--- src/rtl/compensation_accumulator_controller_pkg.sv ---
// Shared definitions for the compensation accumulator controller.
// Holds the controller FSM state encoding, the default accumulator
// depth, the partial-sum width used by the datapath, and a helper that
// sizes the entry index so a depth of 1 still yields a legal 1-bit index.
package compensation_accumulator_controller_pkg;

  typedef enum logic [1:0] {
    ST_IDLE   = 2'd0,
    ST_ACCEPT = 2'd1,
    ST_DRAIN  = 2'd2,
    ST_DONE   = 2'd3
  } cacc_state_e;

  localparam int CACC_DEPTH_DEFAULT             = 8;
  localparam int COMPENSATION_PARTIAL_SUM_WIDTH = 32;

  function automatic int cacc_idx_width(input int depth);
    return (depth > 1) ? $clog2(depth) : 1;
  endfunction

endpackage

--- src/rtl/compensation_accumulator_controller_index_counter.sv ---
// cacc_index_counter: entry and tile position of the next accumulator write.
// Ports:
//   clk, rst        - clock, synchronous active-low reset
//   clear           - restart both counters at zero (new job or abort)
//   advance         - one write consumed the current position
//   num_tiles       - latched tile count of the running job
//   entry_idx       - entry (column) index of the next write
//   tile_idx        - tile index of the next write
//   entry_last      - next write is the last entry of a tile
//   job_last        - next write is the last entry of the last tile
module cacc_index_counter
  import compensation_accumulator_controller_pkg::*;
#(
  parameter int DEPTH  = CACC_DEPTH_DEFAULT,
  parameter int TILE_W = 8,
  parameter int COL_W  = cacc_idx_width(DEPTH)
) (
  input  logic              clk,
  input  logic              rst,
  input  logic              clear,
  input  logic              advance,
  input  logic [TILE_W-1:0] num_tiles,
  output logic [COL_W-1:0]  entry_idx,
  output logic [TILE_W-1:0] tile_idx,
  output logic              entry_last,
  output logic              job_last
);

  logic [COL_W-1:0]  entry_r;
  logic [TILE_W-1:0] tile_r;

  assign entry_last = (entry_r == COL_W'(DEPTH - 1));
  assign job_last   = entry_last & (tile_r == (num_tiles - TILE_W'(1)));
  assign entry_idx  = entry_r;
  assign tile_idx   = tile_r;

  // Step through entries; a tile wrap bumps the tile, and the final write
  // of the job parks the tile at zero so it never reaches num_tiles.
  always_ff @(posedge clk) begin
    if (!rst) begin
      entry_r <= '0;
      tile_r  <= '0;
    end else if (clear) begin
      entry_r <= '0;
      tile_r  <= '0;
    end else if (advance) begin
      if (entry_last) begin
        entry_r <= '0;
        if (job_last) begin
          tile_r <= '0;
        end else begin
          tile_r <= tile_r + TILE_W'(1);
        end
      end else begin
        entry_r <= entry_r + COL_W'(1);
      end
    end else begin
      entry_r <= entry_r;
      tile_r  <= tile_r;
    end
  end

endmodule

--- src/rtl/compensation_accumulator_controller.sv ---
// compensation_accumulator_controller: sequences compensation sums from the
// systolic array into the accumulator shift register, one tile of DEPTH
// entries at a time, and tags each sum at the accumulator head.
// Ports:
//   clk, rst                      - clock, synchronous active-low reset
//   start, num_tiles              - job request and its tile count (IDLE only)
//   abort                         - cancel the job, highest priority
//   comp_valid / comp_ready       - handshake with the systolic array
//   CACC_Write_enable             - accumulator shift enable
//   out_valid / out_ready         - accumulator head handshake downstream
//   col_idx, tile_idx, tile_last  - tags of the sum at the head
//   busy, done                    - job in progress / one-cycle completion
module compensation_accumulator_controller
  import compensation_accumulator_controller_pkg::*;
#(
  parameter  int DEPTH  = CACC_DEPTH_DEFAULT,
  parameter  int TILE_W = 8,
  localparam int COL_W  = cacc_idx_width(DEPTH)
) (
  input  logic              clk,
  input  logic              rst,
  input  logic              start,
  input  logic [TILE_W-1:0] num_tiles,
  input  logic              abort,
  input  logic              comp_valid,
  output logic              comp_ready,
  output logic              CACC_Write_enable,
  output logic              out_valid,
  input  logic              out_ready,
  output logic [COL_W-1:0]  col_idx,
  output logic [TILE_W-1:0] tile_idx,
  output logic              tile_last,
  output logic              busy,
  output logic              done
);

  cacc_state_e       state_r;
  logic [TILE_W-1:0] num_tiles_r;
  logic              out_valid_r;
  logic [COL_W-1:0]  col_idx_r;
  logic [TILE_W-1:0] tile_idx_r;
  logic              tile_last_r;
  logic              done_r;

  logic              comp_ready_s;
  logic              wr_en_s;
  logic              start_accept_s;
  logic              cnt_clear_s;
  logic [COL_W-1:0]  entry_s;
  logic [TILE_W-1:0] tile_s;
  logic              entry_last_s;
  logic              job_last_s;

  // The head may only be shifted when it is empty or being consumed now.
  assign comp_ready_s   = (state_r == ST_ACCEPT) & (~out_valid_r | out_ready);
  // Abort and reset suppress the shift in the very cycle they are raised.
  assign wr_en_s        = comp_valid & comp_ready_s & ~abort & rst;
  assign start_accept_s = (state_r == ST_IDLE) & start & (num_tiles != TILE_W'(0)) & ~abort;
  assign cnt_clear_s    = abort | start_accept_s;

  cacc_index_counter #(
    .DEPTH  (DEPTH),
    .TILE_W (TILE_W),
    .COL_W  (COL_W)
  ) u_index_counter (
    .clk        (clk),
    .rst        (rst),
    .clear      (cnt_clear_s),
    .advance    (wr_en_s),
    .num_tiles  (num_tiles_r),
    .entry_idx  (entry_s),
    .tile_idx   (tile_s),
    .entry_last (entry_last_s),
    .job_last   (job_last_s)
  );

  // Job FSM together with the accumulator-head tag register and done pulse.
  always_ff @(posedge clk) begin
    if (!rst) begin
      state_r     <= ST_IDLE;
      num_tiles_r <= '0;
      out_valid_r <= 1'b0;
      col_idx_r   <= '0;
      tile_idx_r  <= '0;
      tile_last_r <= 1'b0;
      done_r      <= 1'b0;
    end else if (abort) begin
      state_r     <= ST_IDLE;
      out_valid_r <= 1'b0;
      tile_last_r <= 1'b0;
      done_r      <= 1'b0;
    end else begin
      done_r <= 1'b0;
      if (wr_en_s) begin
        out_valid_r <= 1'b1;
        col_idx_r   <= entry_s;
        tile_idx_r  <= tile_s;
        tile_last_r <= entry_last_s;
      end else if (out_ready) begin
        out_valid_r <= 1'b0;
        tile_last_r <= 1'b0;
      end else begin
        out_valid_r <= out_valid_r;
      end
      case (state_r)
        ST_IDLE: begin
          if (start_accept_s) begin
            num_tiles_r <= num_tiles;
            state_r     <= ST_ACCEPT;
          end else if (start) begin
            // Empty job: complete immediately without touching the accumulator.
            state_r <= ST_DONE;
            done_r  <= 1'b1;
          end else begin
            state_r <= ST_IDLE;
          end
        end
        ST_ACCEPT: begin
          if (wr_en_s && job_last_s) begin
            state_r <= ST_DRAIN;
          end else begin
            state_r <= ST_ACCEPT;
          end
        end
        ST_DRAIN: begin
          if (!out_valid_r || out_ready) begin
            state_r <= ST_DONE;
            done_r  <= 1'b1;
          end else begin
            state_r <= ST_DRAIN;
          end
        end
        ST_DONE: begin
          state_r <= ST_IDLE;
        end
        default: begin
          state_r <= ST_IDLE;
        end
      endcase
    end
  end

  assign comp_ready        = comp_ready_s;
  assign CACC_Write_enable = wr_en_s;
  assign out_valid         = out_valid_r;
  assign col_idx           = col_idx_r;
  assign tile_idx          = tile_idx_r;
  assign tile_last         = tile_last_r;
  assign busy              = (state_r != ST_IDLE);
  assign done              = done_r;

endmodule

--- config.mk ---
export PLATFORM = sky130hd
export DESIGN_NAME = compensation_accumulator_controller
export DESIGN_NICKNAME = d
export VERILOG_FILES = /design/src/rtl/compensation_accumulator_controller_pkg.sv /design/src/rtl/compensation_accumulator_controller_index_counter.sv /design/src/rtl/compensation_accumulator_controller.sv
export SDC_FILE = /design/constraint.sdc
export NUM_CORES = 1
export LEC_CHECK = 0
export BUFFER_PORTS_ARGS = -buffer_cell sky130_fd_sc_hd__buf_2
export CORE_UTILIZATION = 30
export CTS_BUF_LIST = sky130_fd_sc_hd__clkbuf_16
export DETAILED_ROUTE_END_ITERATION = 8
export PLACE_DENSITY = 0.47
export SLEW_MARGIN = 20
export SYNTH_ARGS = -nofsm -noshare
export SYNTH_HDL_FRONTEND = slang
export SYNTH_SLANG_ARGS = --single-unit
--- constraint.sdc ---
create_clock -name clk -period 3.6 [get_ports clk]
set_input_delay 0.36 -clock clk [delete_from_list [all_inputs] [get_ports clk]]
set_output_delay 0.36 -clock clk [all_outputs]
set_load 0.005 [all_outputs]
==> metrics.txt <==
run status complete, no violations; hold path depth 3; Net Count, Synth 234; CTS buffer count 5; via/cell ratio just under 5; Final period util between 60 and 70%; number of max-cap violations 0; Antenna diodes 0; RSZ-0062 raised after global routing no; setup TNS 0 ns; Clk Latency, worst-skew pair 0.28 ns; max-slew violations 0; core area 5642 µm²; RD Place Congestion ~0.76; Post-CTS Setup Inserts 0; critical path fanouts, max 14; commonest cells after routing, fill and taps aside nand2_1 (38), dfxtp_1 (35), buf_2 (30); Buf/Inv on CP 1; min cycle time layout 2.210 ns; Die Width approximately 79 µm; Critical Path Start Type flip-flop; pre-CTS WS 1.291 ns; Post-Synthesis Cells 216; WP data arrival about 2.4 ns; share of layout cells above drive strength 1 19.50%; drt first pass iters 4; r2r endpoint state_r[1]$_SDFF_PP0_; largest net degree at the start of global routing 26; Slowest cell on crit path dfxtp_1; Worst Tran Pin Value 0.6702 ns; DRT antenna net count 0; clk_skew 0.004099 ns; aggregate routed wire length slightly below 4000 µm; GRT Util Overall 13.86%; I/O pin count 31; Final WS setup ~1.4 ns; Area after DPL between 1500 and 2000 µm²; Port Buffers 30; Synth Register Bits 35; Lkg Pwr 0.8187 nW; CP peak stage delay 0.45 ns; crit path cell chain inv_1, ha_1, xnor2_1, a21o_1, o21ai_0, o2111ai_2, o22ai_1, nor2b_1; clk buf depth 2; DP HPWL about 2700 µm; Hold Crit Class in2reg; commonest non-fill, non-tap cell in the layout nand2_1; Fillers between 500 and 600; WL/cell about 13 µm; first-pass GRT wire length 6596 µm; nets 259; Resized Gates After CTS 0; H-tree depth 2; Yosys cell types between 40 and 50; critical path depth 8; num rows 27; Root Buffer clkbuf_16; Final Cell Area 2145 µm²; Mapped Area 1798 µm²; Initial Util 31.87%; initial antenna violation count 0; grt ovf 0; Max transition margin approximately 55%; # hold bufs at CTS 0; Clock Sinks 35; Cell Pwr Density 438.9 nW/µm²; CTS tree done; R2R setup slack 1.39 ns; drt initial violations 37; worst setup path end state_r[1]$_SDFF_PP0_; Mean Syn Cell Area 8.324 µm²; CP required 3.81 ns; Warnings, synthesis 0; peak supply drop 0.1778 mV; final setup vio count 0; register area share after synthesis between 30 and 40%; area growth from synthesis to layout 19.28%; die area 6307 µm²; kind of critical path reg2reg; Top delay family on crit path compound AO/OA/AOI/OAI gates; DRC 0; reg-to-reg critical path startpoint num_tiles_r[0]$_SDFFE_PN0P_; FF-to-FF path depth 8; Final Hold Viols 0; Die H around 79 µm; fmax 452.4 MHz; vias in the first global route roughly 1400; Reg clk slew, reported paths 0.05 ns; critical path startpoint num_tiles_r[0]$_SDFFE_PN0P_; DR vias 1520; CP Capture Type flip-flop
[Yosys cell counts, drive strengths merged]
master,number,area [µm²]
a2111oi,1,15.01
a211oi,1,7.510
a21o,1,7.510
a21oi,7,38.79
a31o,1,8.760
a31oi,6,37.54
and2,1,6.260
and3b,1,8.760
and4,1,8.760
and4b,1,10.01
buf,4,26.27
clkbuf,9,33.78
dfxtp,35,700.7
ha,4,50.05
inv,5,18.77
mux2i,12,120.1
nand2,39,148.9
nand2b,4,25.02
nand3,8,45.04
nand3b,1,7.510
nand4,4,31.28
nor2,10,37.54
nor2b,14,87.58
nor3,8,40.04
nor3b,2,15.01
nor4,4,25.02
nor4b,1,23.77
o2111ai,1,15.01
o211ai,1,7.510
o21a,1,7.510
o21ai,14,70.07
o21bai,1,7.510
o221ai,1,8.760
o22ai,1,6.260
or2,2,12.51
or4,1,7.510
xnor2,6,52.55
xor2,2,17.52
[stage by stage]
step	power [mW]	hold slack (ns)	std cells	util, %
after floorplan	0.4540	0.4444	216	-
after global placement	0.4746	0.4485	306	35.20
after detailed placement	0.4742	0.4489	306	35.20
after CTS	0.9569	0.3558	313	38.01
after global routing	0.9819	0.3795	313	38.01
final	0.9412	0.3676	313	38.01
[cell families (layout without fill, tap and decap cells)]
kind of cell             after synthesis  after routing  synth area share (%)
AND/OR/NAND/NOR                      102            102                 30.06
AO/OA/AOI/OAI                         37             37                 13.22
multiplexers                          12             12                 6.681
adder cells (fa/ha/maj)                4              4                 2.784
XOR/XNOR                               8              8                 3.897
flip-flops                            35             35                 38.97
buffers and inverters                 18             43                 4.384
[per-layer routing]
| layer | vias up | GRT usage (%) | part of all wire (%) |
|---|---|---|---|
| met1 | 684 | 19.01 | 54 |
| met4 | 0 | 4.364 | 0.38 |
| met3 | 2 | 5.257 | 4.2 |
| met5 | - | 0 | 0 |
| met2 | 31 | 19.83 | 41 |
| li1 | 803 | - | - |
[flip-flops by register name (all words and copies together) (netlist names)]
name                       count
u_index_counter.tile_idx       8
u_index_counter.entry_idx      3
tile_idx                       8
done                           1
col_idx                        3
num_tiles_r                    8
tile_last                      1
out_valid                      1
state_r                        2
[worst min path at each step]
| stage | start | slack (ns) | to |
|---|---|---|---|
| 6_report | num_tiles[0] | 0.37 | num_tiles_r[0]$_SDFFE_PN0P_ |
| 5_1_grt | num_tiles[6] | 0.38 | num_tiles_r[6]$_SDFFE_PN0P_ |
| 4_1_cts | num_tiles[0] | 0.36 | num_tiles_r[0]$_SDFFE_PN0P_ |
| 3_5_place_dp | tile_idx[2]$_SDFFE_PN0P_ | 0.45 | tile_idx[2]$_SDFFE_PN0P_ |
| 3_3_place_gp | col_idx[2]$_SDFFE_PN0P_ | 0.45 | col_idx[2]$_SDFFE_PN0P_ |
| 2_1_floorplan | u_index_counter.entry_idx[1]$_SDFFE_PP0P_ | 0.44 | col_idx[1]$_SDFFE_PN0P_ |
[worst reg2reg max path: cells and delay by family (launching register included)]
| kind | cells | cell delay, ns |
|---|---|---|
| AO/OA/AOI/OAI | 4 | 1.06 |
| XOR/XNOR | 1 | 0.15 |
| AND/OR/NAND/NOR | 1 | 0.14 |
| adder cells (fa/ha/maj) | 1 | 0.27 |
| flip-flops | 1 | 0.45 |
| buffers and inverters | 1 | 0.07 |
[power breakdown]
part           switching, mW  internal [mW]
combinational         0.0346         0.0301
clock                  0.156          0.320
sequential           0.00754          0.393
total                  0.198          0.743
[cell type report]
| class | instances | area (µm²) | area share [%] |
|---|---|---|---|
| multi-input cells | 163 | 1018 | 47.49 |
| flip-flops and latches | 35 | 700.7 | 32.67 |
| repair buffers | 31 | 157.7 | 7.351 |
| clock buffers | 5 | 125.1 | 5.834 |
| well taps | 72 | 90.09 | 4.201 |
| clock inverters | 2 | 33.78 | 1.575 |
| inverters | 5 | 18.77 | 0.8751 |
(Power assumes the default switching activity.)
